--- src/rtl/mem_arb_pkg.sv ---
// Shared types and default widths for the fetch/data single-port memory arbiter.
package mem_arb_pkg;

    localparam int XLEN_DEF = 32;
    localparam int AW_DEF   = 32;

    typedef enum logic [1:0] {
        IDLE,
        ISSUE,
        WAIT,
        RESP
    } state_e;

    typedef enum logic {
        OWN_I,
        OWN_D
    } owner_e;

endpackage

--- src/rtl/mem_arbiter.sv ---
// Shares one memory port between IF fetches and MEM loads/stores, one transaction
// at a time, with round-robin on contention and flush-killed fetch responses.
module mem_arbiter
    import mem_arb_pkg::*;
#(
    parameter int XLEN = XLEN_DEF,
    parameter int AW   = AW_DEF
) (
    input  logic              clk,
    input  logic              reset_n,

    input  logic              if_req,
    input  logic [AW-1:0]     if_addr,
    output logic [XLEN-1:0]   if_rdata,
    output logic              if_valid,
    output logic              if_stall,

    input  logic              d_req,
    input  logic              d_we,
    input  logic [AW-1:0]     d_addr,
    input  logic [XLEN-1:0]   d_wdata,
    input  logic [XLEN/8-1:0] d_be,
    output logic [XLEN-1:0]   d_rdata,
    output logic              d_valid,
    output logic              d_stall,

    input  logic              flush,

    output logic              m_req,
    output logic              m_we,
    output logic [AW-1:0]     m_addr,
    output logic [XLEN-1:0]   m_wdata,
    output logic [XLEN/8-1:0] m_be,
    input  logic              m_ready,
    input  logic              m_rvalid,
    input  logic [XLEN-1:0]   m_rdata
);

    localparam int BW = XLEN / 8;

    state_e            state_q, state_d;
    owner_e            own_q, own_d;
    owner_e            last_q, last_d;
    logic              drop_q, drop_d;
    logic              m_req_q, m_req_d;
    logic              m_we_q, m_we_d;
    logic [AW-1:0]     m_addr_q, m_addr_d;
    logic [XLEN-1:0]   m_wdata_q, m_wdata_d;
    logic [BW-1:0]     m_be_q, m_be_d;
    logic [XLEN-1:0]   if_rdata_q, if_rdata_d;
    logic [XLEN-1:0]   d_rdata_q, d_rdata_d;

    logic              fetch_ok;
    logic              pick_d;
    logic              pick_i;

    // A flush in the grant cycle makes the fetch ineligible; D wins unless I is due.
    assign fetch_ok = if_req & ~flush;
    assign pick_d   = d_req & (~fetch_ok | (last_q == OWN_I));
    assign pick_i   = fetch_ok & ~pick_d;

    always_ff @(posedge clk) begin
        if (!reset_n) begin
            state_q    <= IDLE;
            own_q      <= OWN_I;
            last_q     <= OWN_I;
            drop_q     <= 1'b0;
            m_req_q    <= 1'b0;
            m_we_q     <= 1'b0;
            m_addr_q   <= '0;
            m_wdata_q  <= '0;
            m_be_q     <= '0;
            if_rdata_q <= '0;
            d_rdata_q  <= '0;
        end else begin
            state_q    <= state_d;
            own_q      <= own_d;
            last_q     <= last_d;
            drop_q     <= drop_d;
            m_req_q    <= m_req_d;
            m_we_q     <= m_we_d;
            m_addr_q   <= m_addr_d;
            m_wdata_q  <= m_wdata_d;
            m_be_q     <= m_be_d;
            if_rdata_q <= if_rdata_d;
            d_rdata_q  <= d_rdata_d;
        end
    end

    always_comb begin
        state_d    = state_q;
        own_d      = own_q;
        last_d     = last_q;
        drop_d     = drop_q;
        m_req_d    = m_req_q;
        m_we_d     = m_we_q;
        m_addr_d   = m_addr_q;
        m_wdata_d  = m_wdata_q;
        m_be_d     = m_be_q;
        if_rdata_d = if_rdata_q;
        d_rdata_d  = d_rdata_q;

        case (state_q)
            IDLE: begin
                drop_d = 1'b0;
                if (pick_d) begin
                    own_d     = OWN_D;
                    last_d    = OWN_D;
                    m_req_d   = 1'b1;
                    m_we_d    = d_we;
                    m_addr_d  = d_addr;
                    m_wdata_d = d_wdata;
                    m_be_d    = d_be;
                    state_d   = ISSUE;
                end else if (pick_i) begin
                    own_d     = OWN_I;
                    last_d    = OWN_I;
                    m_req_d   = 1'b1;
                    m_we_d    = 1'b0;
                    m_addr_d  = if_addr;
                    m_wdata_d = '0;
                    m_be_d    = '0;
                    state_d   = ISSUE;
                end
            end
            ISSUE: begin
                if (flush && own_q == OWN_I) begin
                    drop_d = 1'b1;
                end
                if (m_ready) begin
                    m_req_d = 1'b0;
                    state_d = WAIT;
                end
            end
            WAIT: begin
                if (flush && own_q == OWN_I) begin
                    drop_d = 1'b1;
                end
                if (m_rvalid) begin
                    if (own_q == OWN_I) begin
                        if_rdata_d = m_rdata;
                    end else begin
                        d_rdata_d = m_rdata;
                    end
                    state_d = RESP;
                end
            end
            RESP: begin
                drop_d  = 1'b0;
                state_d = IDLE;
            end
            default: begin
                state_d = IDLE;
            end
        endcase
    end

    // A flush landing on the response cycle itself still kills the fetch pulse.
    assign if_valid = (state_q == RESP) && (own_q == OWN_I) && !drop_q && !flush;
    assign d_valid  = (state_q == RESP) && (own_q == OWN_D);
    assign if_stall = if_req & ~if_valid;
    assign d_stall  = d_req & ~d_valid;

    assign if_rdata = if_rdata_q;
    assign d_rdata  = d_rdata_q;
    assign m_req    = m_req_q;
    assign m_we     = m_we_q;
    assign m_addr   = m_addr_q;
    assign m_wdata  = m_wdata_q;
    assign m_be     = m_be_q;

endmodule

--- config.mk ---
export PLATFORM = sky130hd
export DESIGN_NAME = mem_arbiter
export DESIGN_NICKNAME = d
export VERILOG_FILES = /design/src/rtl/mem_arb_pkg.sv /design/src/rtl/mem_arbiter.sv
export SDC_FILE = /design/constraint.sdc
export NUM_CORES = 1
export LEC_CHECK = 0
export ABC_CLOCK_PERIOD_IN_PS = 1500
export CORE_MARGIN = 10
export CORE_UTILIZATION = 35
export CTS_CLUSTER_DIAMETER = 120
export DETAILED_ROUTE_END_ITERATION = 8
export GPL_ROUTABILITY_DRIVEN = 0
export PLACE_DENSITY = 0.76
export SETUP_SLACK_MARGIN = 0.5
export SLEW_MARGIN = 5
export SYNTH_ARGS = -nofsm -noshare
export SYNTH_HDL_FRONTEND = slang
export SYNTH_SLANG_ARGS = --single-unit
--- constraint.sdc ---
create_clock -name clk -period 1.5 [get_ports clk]
set_input_delay 0.225 -clock clk [delete_from_list [all_inputs] [get_ports clk]]
set_output_delay 0.225 -clock clk [all_outputs]
set_load 0.005 [all_outputs]
* Word level (Yosys, flattened, before mapping)
Cells that the tools add are included.
Operators by class: multiplexer cells 20, eq/ne operators 7, bitwise operators 12, reduce and logical (&&, ||, !) cells 17
Operators with widths (count):
- two-way mux 32 bit | 4
- AND reduction 3 bit | 4
- two-way mux 2 bit | 4
- two-way mux 4 bit | 2
- case mux 2 bit (4 select lines) | 1
- two-way mux 1 bit | 7
- inverter 1 bit | 6
- bitwise AND 1 bit | 5
- logical AND 1 bit | 5
- equality test 2 bit, second input constant | 2
- != test 2 bit, second input constant | 2
- case mux 1 bit (2 select lines) | 2
- nonzero test 2 bit | 2
- OR reduction 2 bit | 2
- != test 3 bit, second input constant | 1
- equality test 2 x 1 -> 1 bit, second input constant | 1
- zero test 1 bit | 2
- zero test 2 bit | 1
- != test 2 x 1 -> 1 bit, second input constant | 1
- AND reduction 2 bit | 1
- bitwise OR 1 bit | 1
Storage, ports and cells: word-level logic and storage cells 66, bits of input ports 140, flip-flop bits (word level) 138

* Logic depth before layout (Yosys ltp)
Gate-level depths: netlist of run 1.
depth after elaboration 10, gate-level depth with buffers 7

* Worst setup path before layout of run 1
Ideal clock, no wire load.
path kind reg2reg, start point reg last_q, end point reg m_be_q[0], in the netlist m_be[0], stages on the path, launching flop included 8, path buffers 3, setup time 0.117 ns, data arrival time 1.367 ns, setup slack 0.017 ns, cell sequence dfxtp_1 > nand3b_1 > and2_1 > buf_6 > and3_4 > buf_6 > buf_6 > a22o_1
On the way: cells in the longest elaborated chain, start to end 7
RTL lines:
- from (decl) | RTL line mem_arbiter.sv:43 | owner_e last_q, last_d;
- from (signal assigned) | RTL line mem_arbiter.sv:78 | last_q <= last_d;
- inverter 1 bit (no line) *
- bitwise OR 1 bit * | RTL line mem_arbiter.sv:59 | assign pick_d = d_req & (~fetch_ok | (last_q == OWN_I));
- bitwise AND 1 bit * | RTL line mem_arbiter.sv:59
- inverter 1 bit | RTL line mem_arbiter.sv:60 | assign pick_i = fetch_ok & ~pick_d;
- bitwise AND 1 bit | RTL line mem_arbiter.sv:60
- nonzero test 2 bit (no line)
- AND reduction 2 bit (no line)
- to (signal assigned) | RTL line mem_arbiter.sv:84 | m_be_q <= m_be_d;
- to (decl) | RTL line mem_arbiter.sv:49 | logic [BW-1:0] m_be_q, m_be_d;
Every way passes the cells marked *; elsewhere a longest branch is shown, timed or not. A chain may end at the register's enable or synchronous reset.

* Worst setup path in the final report of run 1
start point reg state_q[1], end point out if_stall
On the way: cells in the longest elaborated chain, start to end 6
RTL lines:
- from (decl) | RTL line mem_arbiter.sv:41 | state_e state_q, state_d;
- from (signal assigned) | RTL line mem_arbiter.sv:76 | state_q <= state_d;
- equality test 2 bit | RTL line mem_arbiter.sv:159 | assign if_valid = (state_q == RESP) && (own_q == OWN_I) && !drop_q && !flush;
- logical AND 1 bit (3 in a row) | RTL line mem_arbiter.sv:159
- inverter 1 bit | RTL line mem_arbiter.sv:161 | assign if_stall = if_req & ~if_valid;
- bitwise AND 1 bit | RTL line mem_arbiter.sv:161
- to (decl) | RTL line mem_arbiter.sv:16 | output logic if_stall,
No other way between the ends.

==> implementation parameters, run 1 <==
Parameter                              Value

Worst setup path
  WP data arrival    1.49 ns
  Origin of the critical flop-to-flop path    state_q[0]
  Slowest Stage Delay on Critical Path    roughly 0.35 ns
  Reg2Reg Setup Slack    -0.13 ns
  Worst path cell trace    ha_4, nor4b_4, buf_4, buf_6, nor2b_1, buf_2
  Destination of the worst register-to-register timing path    state_q[0]
  First element of the critical path    state_q[1]
  Capture point of the worst path    if_stall
  Path depth of the worst reg2reg path    9
  Kind of capture point of the worst setup path    output pin
  Worst-path cell with the longest stage delay    sky130_fd_sc_hd__dfxtp_4
  Crit path kind    flop to output pin
  Largest fanout on the critical path    2
  CP Data Required Time    1.27 ns
  Setup crit start kind    flop

Clocking
  Max Root-Sink Buffers    2
  Source-to-sink clock delay at the later pin of the worst-skew pair    0.42 ns
  Num Clock Sinks    about 140
  Buffer type at the clock tree root    sky130_fd_sc_hd__clkbuf_16
  Clk pin slew, worst setup/hold paths    approximately 0.060 ns
  Hold_buf cts    0
  Number of H-tree levels    4
  TritonCTS buffer count    17
  CTS tree    yes

Detailed routing
  1st-iter DRT viols    approximately 300
  DRC errors left    0
  Via total after detailed routing    5821
  Antenna violation net count after detailed routing    0
  Number of optimization iterations in the first detailed-route pass    4
  Wire length after detailed routing    23300 um
  Via density per instance    5.00
  Post-DR wirelength/cell    20.0 um

Placed design
  IO Port Bufs    between 200 and 300
  Placed Cells incl. Taps    1024
  Cell area reported after detailed placement    a little over 8000 sq um
  DPL Wire Length    roughly 13000 um

Synthesis
  Count of distinct cell types in the synthesized netlist    26
  Cell count after synthesis    581
  Proportion of synthesized chip area in sequential cells    0.539
  XOR/XNOR share of the synthesized area    0
  Synth Register Bits    between 100 and 150
  Post-synthesis mux area share    0
  Compound-cell area share of the yosys netlist    0.241
  YS warnings    0
  Post-synthesis cell area    5130 sq um
  Simple-gate portion of the synthesized area    0.163
  Area share of fa/ha/maj cells after synthesis    0.0122
  Combinational family with the most area after synthesis    compound AO/OA/AOI/OAI gates
  Syn Area/Cell    8.83 sq um
  Mapped Nets    between 700 and 800

Pwr
  Leakage power figure    4.52 nW
  Internal power consumption    10.2 mW
  Switching power    approximately 4.4 mW
  Sequential fraction of design power    0.329
  Sw frac    0.301
  Maximum VDD drop    874 uV
  Power Density    1350 nW/um^2
  Relative contribution of the clock network to total power    0.278
  Power consumption    14.6 mW
  Combinational share of power    0.393

STA
  Final WS setup    -0.214 ns
  Count of final max-slew check failures    0
  Post-route fraction of the period consumed by the critical path    1.14
  Final critical delay including setup and external delays    roughly 1.7 ns
  Endpoints failing hold    0
  Final clock skew    around 0.0073 ns
  Max Clk Rate    583 MHz
  Transition time at the pin with the least slew margin    around 0.34 ns
  Headroom to the max-slew limit    0.771
  Unrepaired setup endpoints after global routing    true
  # setup viols final    115

Floorplanning
  Floorplan core area    14400 sq um
  Floorplan die height    141 um
  Number of top-level pins    278
  Number of rows created at floorplan    44
  Initial standard-cell utilization of the core    0.356
  Horizontal extent of the die    141 um
  Total die area    around 20000 sq um

Cells and area
  Post-route cell area    10800 sq um
  Register cell area after layout    a little under 3000 sq um
  Net count reported at finish    between 1000 and 1500
  P&R area growth vs syn    111%
  Filler instances    between 900 and 1000
  Post-layout util    0.751
  Non-filler cells in the finished layout    1164
  Layout cell share with drive strength beyond 1    0.555
  Combined area of the multi-input logic cells    roughly 2600 sq um

Global routing
  Pin count of the biggest net entering global routing    39
  Wire length of the first global-routing pass    34000 um
  Global route overflow    0
  Global router's overall resource usage    0.216
  Number of antenna violations at the first check in global routing    1
  Vias in the first global route    5970

Run status
  Failing checks    setup timing
  Result of the run    complete, but fails checks

Min path
  Class of the worst hold path    input pin to flop

Job
  Number of maximum-capacitance constraint violations    0
==> placed cells by master, fill, tap and decap left out, drive strengths merged, types with 2 or more instances in the layout <==
cell type and n:
buf 264, nand2 196, clkdlybuf4s50 138, dfxtp 138, a21boi 65, a22o 37, o21ai 34, a31oi 32
clkbuf 20, inv 9, and3 8, clkinv 7, nor2b 5, ha 5, nor2 4, and2 3
nand3 2
==> power groups by stage <==
stage,clock [mW],combinational [mW],sequential (mW)
final,4.07,5.74,4.81
after global routing,4.30,6.08,4.87
after CTS,4.11,5.38,4.78
after detailed placement,0,3.48,4.61
after global placement,0,3.45,4.60
after floorplan,0,1.57,4.67
==> sequential cells by signal (all words and copies together), names as in the netlist <==
name / count
state_q: 2
m_be: 4
d_rdata: 32
if_rdata: 32
m_we: 1
last_q: 1
m_addr: 32
m_req: 1
m_wdata: 32
drop_q: 1
==> routing by layer <==
metal	wire length (um)	share of wire	track usage
met4	429	0.018	0.0625
met2	12100	0.52	0.371
met3	1840	0.079	0.0813
met1	8970	0.39	0.244
met5	0	0	0
==> timing repair <==
action	CTS	global route
setup buffers	39	42
cloned	26	0
setup endpoints to repair	276	276
resized for setup	1019	33
pin swaps	101	10
==> synth_stat cells (all sizes together) <==
cell type | count | area share
o32ai | 1 | 0.0017
and3 | 1 | 0.0022
o31ai | 1 | 0.0015
nor4b | 1 | 0.0017
o21ai | 34 | 0.033
a31oi | 32 | 0.039
a22o | 37 | 0.063
dfxtp | 138 | 0.54
nor2 | 4 | 0.0029
buf | 9 | 0.015
ha | 5 | 0.012
a21boi | 65 | 0.095
o21a | 1 | 0.0015
nand3 | 2 | 0.0020
o211ai | 1 | 0.0015
clkbuf | 36 | 0.027
a21oi | 1 | 0.00097
o22ai | 1 | 0.0012
nand3b | 1 | 0.0015
inv | 5 | 0.0037
nand2 | 196 | 0.14
nor2b | 5 | 0.0061
o311a | 1 | 0.0020
and2 | 3 | 0.0037
==> worst max-delay path: cells and delay by family, from the launching register on <==
kind	cells	cell delay [ns]
adders and majority gates	1	0.15
DFF	1	0.35
buffers and inverters	3	0.36
and+or+nand+nor	2	0.21
==> worst min path at each step <==
stage	startpoint	endpoint	cells past startpoint
after detailed placement	m_wdata[7]	m_wdata[7]	1
final	if_addr[16]	m_addr[16]	3
after global placement	d_rdata[23]	d_rdata[23]	2
after global routing	d_addr[25]	m_addr[25]	3
after CTS	d_addr[25]	m_addr[25]	3
after floorplan	d_wdata[18]	m_wdata[18]	1
==> final cells by class <==
type / instances / share of cell area
Timing Repair Buffer: 404 / 0.411
Sequential cell: 138 / 0.271
Multi-Input combinational cell: 400 / 0.241
Clock buffer: 19 / 0.0418
Tap cell: 184 / 0.0212
Clock inverter: 13 / 0.0106
Inverter: 5 / 0.00266
Antenna cell: 1 / 0.000231
==> kinds of logic (layout without fill, tap and decap cells) <==
kind of cell | Yosys count | after routing
and+or+nand+nor | 213 | 220
AOI/OAI and AO/OA | 175 | 175
DFF | 138 | 138
buffers and inverters | 50 | 441
adders and majority gates | 5 | 5
other | 0 | 1
==> metrics by stage <==
step | hold WS, ns | setup slack (ns) | TNS, ns
floorplan | 0.358 | 0.107 | 0
global placement | 0.449 | -0.347 | -18.58
detailed placement | 0.455 | -0.385 | -19.29
CTS | 0.348 | -0.249 | -4.27
global route | 0.355 | -0.282 | -13.12
finish | 0.365 | -0.214 | -6.41
No activity file was read; power rests on OpenSTA's default activity.
==> run 2, diff against run 1 <==
--- a/config.mk
+++ b/config.mk
@@ -5,13 +5,14 @@
 export SDC_FILE = /design/constraint.sdc
 export NUM_CORES = 1
 export LEC_CHECK = 0
-export ABC_CLOCK_PERIOD_IN_PS = 1500
+export ABC_CLOCK_PERIOD_IN_PS = 1600
+export CORE_ASPECT_RATIO = 0.9
 export CORE_MARGIN = 10
-export CORE_UTILIZATION = 35
+export CORE_UTILIZATION = 39
 export CTS_CLUSTER_DIAMETER = 120
 export DETAILED_ROUTE_END_ITERATION = 8
 export GPL_ROUTABILITY_DRIVEN = 0
-export PLACE_DENSITY = 0.76
+export PLACE_DENSITY = 0.8
 export SETUP_SLACK_MARGIN = 0.5
 export SLEW_MARGIN = 5
 export SYNTH_ARGS = -nofsm -noshare
==> constraint.sdc (replaced) <==
create_clock -name clk -period 1.6 [get_ports clk]
set_input_delay 0.24 -clock clk [delete_from_list [all_inputs] [get_ports clk]]
set_output_delay 0.24 -clock clk [all_outputs]
set_load 0.005 [all_outputs]
==> implementation parameters, run 2 (synthesis gave the netlist of run 1 again) <==
Parameter                              Value

Run status
  Result of the run    complete, but fails checks
  Failing checks    setup timing

Pwr
  Relative contribution of the clock network to total power    0.313
  Power consumption    approximately 14 mW
  Leakage power figure    4.50 nW
  Sequential fraction of design power    0.331
  Power Density    1300 nW/um^2
  Internal power consumption    around 9.7 mW
  Combinational share of power    0.356
  Maximum VDD drop    925 uV
  Switching power    3.91 mW
  Sw frac    0.286

STA
  Unrepaired setup endpoints after global routing    true
  Post-route fraction of the period consumed by the critical path    1.01
  Final critical delay including setup and external delays    1.62 ns
  Final clock skew    slightly below 0.009 ns
  Endpoints failing hold    0
  Count of final max-slew check failures    0
  Transition time at the pin with the least slew margin    between 0.3 and 0.4 ns
  Final WS setup    -0.0226 ns
  Headroom to the max-slew limit    0.765
  # setup viols final    5
  Max Clk Rate    616 MHz

Worst setup path
  First element of the critical path    state_q[0]
  Setup crit start kind    flop
  WP data arrival    1.93 ns
  Slowest Stage Delay on Critical Path    0.35 ns
  Worst-path cell with the longest stage delay    sky130_fd_sc_hd__dfxtp_4
  Largest fanout on the critical path    8
  Crit path kind    flop to flop
  Cell mode on critical path    sky130_fd_sc_hd__nand2_4
  Capture point of the worst path    if_rdata[8]
  Destination of the worst register-to-register timing path    if_rdata[8]
  Origin of the critical flop-to-flop path    state_q[0]
  Worst path cell trace    buf_6, inv_8, ha_4, nand2_4, nor2_4, buf_12, nand2_4, a21boi_1
  Reg2Reg Setup Slack    -0.02 ns
  Path depth of the worst reg2reg path    8
  Kind of capture point of the worst setup path    flop
  CP Data Required Time    1.91 ns

Global routing
  Global route overflow    0
  Global router's overall resource usage    0.211
  Vias in the first global route    5479
  Pin count of the biggest net entering global routing    41
  Wire length of the first global-routing pass    around 30000 um
  Number of antenna violations at the first check in global routing    1

Cells and area
  Most frequent cells in the layout    sky130_fd_sc_hd__buf_6 (140), sky130_fd_sc_hd__clkdlybuf4s50_1 (138), sky130_fd_sc_hd__nand2_1 (135)
  Layout cell share with drive strength beyond 1    0.539
  P&R area growth vs syn    104%
  Non-filler cells in the finished layout    1089
  Most common cell after layout, fill and taps aside    sky130_fd_sc_hd__buf_6
  Filler instances    roughly 690
  Net count reported at finish    1056

Floorplanning
  Floorplan die height    129 um
  Total die area    around 18000 sq um
  Horizontal extent of the die    141 um
  Floorplan core area    12800 sq um
  Initial standard-cell utilization of the core    0.401
  Number of rows created at floorplan    39
  Number of top-level pins    between 200 and 300

Job
  Number of maximum-capacitance constraint violations    0

Clocking
  Clk pin slew, worst setup/hold paths    0.06 ns
  Source-to-sink clock delay at the later pin of the worst-skew pair    just over 0.4 ns
  Hold_buf cts    0
  Buffer type at the clock tree root    sky130_fd_sc_hd__clkbuf_16
  Max Root-Sink Buffers    2
  Num Clock Sinks    approximately 140
  CTS tree    yes
  TritonCTS buffer count    17
  Number of H-tree levels    4

Detailed routing
  1st-iter DRT viols    314
  Antenna violation net count after detailed routing    0
  Via density per instance    5.28
  Post-DR wirelength/cell    roughly 22 um
  Via total after detailed routing    5755
  DRC errors left    0
  Wire length after detailed routing    24100 um
  Number of optimization iterations in the first detailed-route pass    5

Min path
  WHS Path Cells    3
  Class of the worst hold path    input pin to flop

Placed design
  IO Port Bufs    277
  Placed Cells incl. Taps    998
  Setup WS pre-CTS    -0.274 ns
  DPL Wire Length    13900 um
## run 2: through the flow
| stage | instance area [sq um] | setup TNS, ns | util | hold slack [ns] |
|---|---|---|---|---|
| after floorplan | 5330 | 0 | - | 0.373 |
| after global placement | 8220 | -11.59 | 0.643 | 0.450 |
| after detailed placement | 8220 | -14.73 | 0.643 | 0.454 |
| after CTS | 9350 | 0 | 0.732 | 0.354 |
| after global routing | 10500 | -0.936 | 0.819 | 0.378 |
| final | 10500 | -0.0350 | 0.819 | 0.383 |
## run 2: final cells by class
class / count / area, sq um / area share
Antenna cell: 1 / 2.50 / 0.000239
Clock buffer: 26 / 499 / 0.0477
Clock inverter: 6 / 134 / 0.0128
Inverter: 5 / 28.8 / 0.00275
Multi-Input combinational cell: 394 / 2760 / 0.264
Sequential cell: 138 / 2940 / 0.281
Tap cell: 164 / 205 / 0.0196
Timing Repair Buffer: 355 / 3900 / 0.372
## run 2: what timing repair did
item	CTS	global route
cloned	4	14
pin swaps	5	85
gates resized for setup	811	249
endpoints found under the setup margin	275	275
buffers inserted	20	20
## run 2: critical path: cells and delay by family (launching register included)
kind / cells / cell delay [ns]
AOI/OAI and AO/OA: 1 / 0.20
adders and majority gates: 1 / 0.17
buffers and inverters: 3 / 0.41
DFF: 1 / 0.35
and+or+nand+nor: 3 / 0.38
## run 2: worst min path at each step
stage / from / end / slack, ns
global route: if_addr[16] / m_addr[16] / 0.38
floorplan: d_wdata[18] / m_wdata[18] / 0.37
CTS: reset_n / state_q[0] / 0.35
finish: if_addr[13] / m_addr[13] / 0.38
global placement: d_rdata[13] / d_rdata[13] / 0.45
detailed placement: m_wdata[3] / m_wdata[3] / 0.45
## run 2: power by group through the flow
stage	clock network (mW)	registers [mW]	logic (mW)
after floorplan	0	4.37	1.48
after CTS	4.28	4.46	3.64
final	4.26	4.51	4.86
after global placement	0	4.31	3.16
after global routing	4.46	4.57	5.13
after detailed placement	0	4.33	3.25
## run 2: layer usage
metal	vias up	wire length, um	track usage
li1	2653	-	-
met1	2777	8730	0.225
met2	280	12700	0.364
met3	45	1940	0.0842
met4	0	720	0.0910
met5	-	0	0
==> run 3, diff against run 2 <==
--- a/config.mk
+++ b/config.mk
@@ -6,13 +6,15 @@
 export NUM_CORES = 1
 export LEC_CHECK = 0
 export ABC_CLOCK_PERIOD_IN_PS = 1600
+export CAP_MARGIN = 10
 export CORE_ASPECT_RATIO = 0.9
 export CORE_MARGIN = 10
-export CORE_UTILIZATION = 39
+export CORE_UTILIZATION = 40
+export CTS_BUF_LIST = sky130_fd_sc_hd__clkbuf_8
 export CTS_CLUSTER_DIAMETER = 120
 export DETAILED_ROUTE_END_ITERATION = 8
 export GPL_ROUTABILITY_DRIVEN = 0
-export PLACE_DENSITY = 0.8
+export PLACE_DENSITY = 0.82
 export SETUP_SLACK_MARGIN = 0.5
 export SLEW_MARGIN = 5
 export SYNTH_ARGS = -nofsm -noshare
==> implementation parameters, run 3 (synthesis gave the netlist of run 1 again) <==
Parameter                              Value

Run status
  Result of the run    completed

Pwr
  Power Density    around 1300 nW/um^2
  Power consumption    13.0 mW
  Maximum VDD drop    900 uV
  Leakage power figure    4.22 nW

Cells and area
  Layout cell share with drive strength beyond 1    0.483
  Most frequent cells in the layout    sky130_fd_sc_hd__nand2_1 (186), sky130_fd_sc_hd__clkdlybuf4s50_1 (138), sky130_fd_sc_hd__buf_6 (136)
  Most common cell after layout, fill and taps aside    sky130_fd_sc_hd__nand2_1
  Non-filler cells in the finished layout    1112
  Net count reported at finish    1080
  P&R area growth vs syn    99.5%

Detailed routing
  1st-iter DRT viols    382
  DRC errors left    0
  Number of optimization iterations in the first detailed-route pass    5
  Via density per instance    5.30
  Via total after detailed routing    5889
  Wire length after detailed routing    between 20000 and 25000 um
  Antenna violation net count after detailed routing    0
  Post-DR wirelength/cell    about 21 um

Floorplanning
  Total die area    17800 sq um
  Floorplan die height    127 um
  Number of top-level pins    about 280
  Number of rows created at floorplan    39
  Initial standard-cell utilization of the core    0.406
  Horizontal extent of the die    139 um
  Floorplan core area    12600 sq um

Clocking
  Source-to-sink clock delay at the later pin of the worst-skew pair    0.44 ns
  TritonCTS buffer count    17
  Number of H-tree levels    4
  Clk pin slew, worst setup/hold paths    0.08 ns
  Buffer type at the clock tree root    sky130_fd_sc_hd__clkbuf_8
  Max Root-Sink Buffers    2
  Hold_buf cts    0
  CTS tree    yes
  Num Clock Sinks    about 140

Global routing
  Number of antenna violations at the first check in global routing    1
  Wire length of the first global-routing pass    33300 um
  Pin count of the biggest net entering global routing    70
  Global route overflow    0
  Vias in the first global route    5932
  Global router's overall resource usage    0.234

Placed design
  IO Port Bufs    277
  Placed Cells incl. Taps    ~1000
  DPL Wire Length    14000 um

STA
  Final clock skew    just under 0.01 ns
  Final TNS setup    0 ns
  Final critical delay including setup and external delays    1.60 ns
  Unrepaired setup endpoints after global routing    true
  Max Clk Rate    625 MHz
  Headroom to the max-slew limit    0.762
  Endpoints failing hold    0
  # setup viols final    0
  Count of final max-slew check failures    0
  Worst slack on hold paths    0.353 ns
  Post-route fraction of the period consumed by the critical path    0.999
  Transition time at the pin with the least slew margin    between 0.3 and 0.4 ns

Worst setup path
  Kind of capture point of the worst setup path    flop
  Cell depth of the worst setup path    9
  First element of the critical path    flush
  Cell mode on critical path    sky130_fd_sc_hd__buf_6
  Reg2Reg Setup Slack    approximately 0.01 ns
  WP data arrival    between 1.5 and 2 ns
  Destination of the worst register-to-register timing path    m_addr[27]
  Buffers and inverters on the worst path    5
  Setup crit start kind    input pin
  CP top delay family    buffers and inverters
  Worst path cell trace    clkdlybuf4s50_1, buf_4, nor2b_1, o21a_4, buf_6, buf_6, buf_16, o21ai_0, a31oi_1
  Crit path kind    input pin to flop
  CP Data Required Time    1.95 ns
  Largest fanout on the critical path    5
  Origin of the critical flop-to-flop path    state_q[1]
  Path depth of the worst reg2reg path    9
  Slowest Stage Delay on Critical Path    0.49 ns
  Capture point of the worst path    m_addr[27]
  Worst-path cell with the longest stage delay    sky130_fd_sc_hd__clkdlybuf4s50_1

Job
  Number of maximum-capacitance constraint violations    0

Min path
  Class of the worst hold path    input pin to flop
  Launch instance of the worst min-delay path    if_addr[5]
  WHS Path Cells    3
-- run 3: cell types whose count changed in the layout (fill, tap and decap cells not counted), sizes merged, moves of 3 or more --
| cell | change |
|---|---|
| and3 | +4 |
| clkbuf | -8 |
| buf | +20 |
| clkinvlp | +3 |
| inv | +4 |
-- run 3: worst min-delay path by stage --
| stage | to | slack, ns |
|---|---|---|
| after floorplan | m_wdata[18] | 0.37 |
| after global placement | d_rdata[11] | 0.45 |
| after detailed placement | if_rdata[0] | 0.46 |
| after CTS | state_q[0] | 0.32 |
| after global routing | m_addr[8] | 0.33 |
| final | m_addr[5] | 0.35 |
-- run 3: metrics by stage --
step            util  worst slack (ns)  cell area (sq um)
2_1_floorplan      -             0.207               5330
6_report       0.810           0.00127              10200
3_3_place_gp   0.650            -0.283               8220
4_1_cts        0.754           -0.0130               9530
3_5_place_dp   0.650            -0.296               8220
5_1_grt        0.810            -0.102              10200
-- run 3: layer usage --
layer  vias to the layer above  routed length, um  track usage
met5                         -                  0            0
met4                         0                666       0.0852
met3                        55               1900       0.0763
met2                       273              12200        0.415
met1                      2852               8960        0.256
li1                       2709                  -            -
-- run 3: area by class of cell --
class | instances | area, sq um
Fill cell | 709 | 2410
Sequential cell | 138 | 2940
Clock inverter | 12 | 173
Tap cell | 164 | 205
Timing Repair Buffer | 375 | 4160
Clock buffer | 19 | 262
Antenna cell | 1 | 2.50
Inverter | 5 | 26.3
Multi-Input combinational cell | 398 | 2460
-- run 3: worst min-delay path: stages --
cell                              delay (ns)
sky130_fd_sc_hd__clkdlybuf4s50_1        0.40
sky130_fd_sc_hd__nand2_1                0.05
sky130_fd_sc_hd__a31oi_1                0.07
-- run 3: power breakdown --
part / internal [mW] / switching, mW / leakage [nW] / total [mW]
Combinational: 3.20 / 2.10 / 2.82 / 5.30
Sequential: 4.09 / 0.425 / 1.19 / 4.52
Clock: 1.77 / 1.39 / 0.217 / 3.16
-- run 3: repair_timing --
item | in CTS | in global routing
setup endpoints to repair | 275 | 275
pin swaps | 21 | 20
setup buffers | 34 | 22
gates resized for setup | 897 | 70
gates cloned | 15 | 11
==> edit (config.mk and constraints of run 1) <==
Set the package constant `AW_DEF` to 48 (it was 32).
--- a/src/rtl/mem_arb_pkg.sv
+++ b/src/rtl/mem_arb_pkg.sv
@@ -2,7 +2,7 @@
 package mem_arb_pkg;
 
     localparam int XLEN_DEF = 32;
-    localparam int AW_DEF   = 32;
+    localparam int AW_DEF   = 48;
 
     typedef enum logic [1:0] {
         IDLE,
Interface: changed (resized d_addr, if_addr and m_addr); port bits go from 278 to 326. The function was not compared with the original's and may differ.
==> edit against run 1 <==
  * Clock skew increased by 0.0050 ns
  * The flow still finishes with violations (negative setup slack)
  * Cell count increased by 16%
  * Setup slack improved by 0.062 ns
  * Cell area increased by 27%
  * Power increased by 30%
  * Sequential share of layout area decreased by 3.3 points
  * Sequential cell count increased by 16
  * Area after synthesis increased by 28%
  * Wire length increased by 42%
==> edit: results (changes against run 1) <==
The wire length of the first global-routing pass is 45200 um (+33%). The run finished, with violations left. The overall routed net length is 33000 um (+42%), and the post-synthesis register bit count is 154 (+12%). Count of cell types in the netlist: 34 (+31%).

For the worst path setup slack after routing, the log shows -0.152 ns (+0.0618 ns). The total global routing track utilization was 23.5% (+1.9 points); the net count of the mapped netlist was 878 (+21%). The iteration-0 DRC count of the detailed router was 450 (+53%). The largest delay contributor family on the critical path is buffers and inverters. The tools report the final number of setup-violating endpoints as 152 (+32%).

The signal arrival time at the worst endpoint was 2.02 ns (+0.53 ns). By count the netlist is led by 178 x nand2_1, 154 x dfxtp_1, 66 x a21oi_1. The count of input and output buffers works out to 325 (+17%).

The leakage component of the power came out at 5.70 nW (+26%). The number of fill cells in the layout is 1175 (+25%), and the share of post-route cells with drive strength above 1 is 61.7% (+6.2 points). The adder-cell share of the synthesized area was 0.951% (-0.27 points). For the final net count, the log shows 1283 (+15%).

The routed via count divided by cell count was 5.56 (+11%); the longest individual stage delay on the worst path was 0.38 ns (+0.03 ns). The instance count after placement with tap cells included was 1215 (+19%); the routed length per placed instance was 24.4 um (+22%). The checks that failed: negative setup slack.

The highest ir drop seen on vdd is 1.10 mV (+26%). The number of global-route vias before repair came out at 7492 (+25%). The logs give 69.2% (-7.9 points) for the worst-case headroom to the max-slew limit and 46.9% (-7.0 points) for the portion of the post-synthesis area used by sequential elements. Post-synthesis mux area share: 0.152% (+0.15 points). The tools report the post-DP HPWL as 18500 um (+40%). For the largest net degree at the start of global routing, the log shows 90 (+130%).

The mean post-synth cell area is 9.38 um2 (+6.3%), and the critical-path maximum fanout is 16 (+14). The post-placement setup slack is -0.488 ns (-0.103 ns). The logs give 0 (unchanged) for the number of synthesis warnings and 1 (unchanged) for the initial antenna violation count. The run gives 5 (+1) as the number of optimization iterations in the first detailed-route pass. The largest clock skew in the final design is 0.0123 ns (+0.00501 ns), and the compound-gate portion of the synthesized area is 33.3% (+9.3 points). Ranked by total cell area, the synthesized netlist is headed by dfxtp_1 47%, nand2_1 10%, o221a_1 8.2%.
edit: per-layer routing:
metal / routed length (um) / global-route usage, %
met5: 0 / 0
met4: 1240 / 8.64
met3: 2500 / 7.75
met2: 16600 / 40.3
met1: 12600 / 26.6
edit: worst paths after layout:
check                            startpoint     endpoint  slack [ns]  cells past startpoint
worst min-delay path                reset_n       drop_q        0.37                      4
worst min register to register  d_rdata[23]  d_rdata[23]        0.46                      2
worst max register to register       last_q    m_addr[3]       -0.15                      7
worst max-delay path                 last_q    m_addr[3]       -0.15                      7
edit: worst min-delay path, cell delays in order:
cell,delay [ns]
buf_2,0.14
buf_12,0.22
nand2_4,0.12
nor2_2,0.03
edit: kinds of logic after synthesis:
kind of cell	Yosys count
compound gates	253
fa+ha+maj	5
buf+inv	87
flops	154
mux	1
simple gates	201
edit: final cells by class:
cell class,count,share of cell area [%]
Multi-Input combinational cell,462,30.1
Antenna cell,1,0.0181
Tap cell,234,2.12
Sequential cell,154,23.8
Clock inverter,14,1.07
Timing Repair Buffer,466,39.5
Clock buffer,18,3.18
Inverter,5,0.172
edit: where the power goes:
part	internal (mW)	switching [mW]
Sequential	4.94	0.525
Combinational	5.54	3.55
Clock	2.41	2.00
Total	12.9	6.08
edit: metrics by stage:
stage               area [um2]  TNS, ns  hold slack, ns  total power [mW]
finish                   13800    -7.26           0.373              19.0
global route             13800   -14.11           0.388              19.7
global placement         10200   -32.99           0.441              10.2
floorplan                 6680        0           0.351              7.65
CTS                      12500    -5.53           0.351              18.0
detailed placement       10200   -36.78           0.446              10.3
edit: what timing repair did:
item | CTS | global route
pin swaps | 34 | 120
setup endpoints to repair | 307 | 308
gates resized for setup | 982 | 249
setup buffers | 46 | 28
hold endpoints to repair | 0 | 0
cloned | 26 | 6
hold buffers | 0 | 0
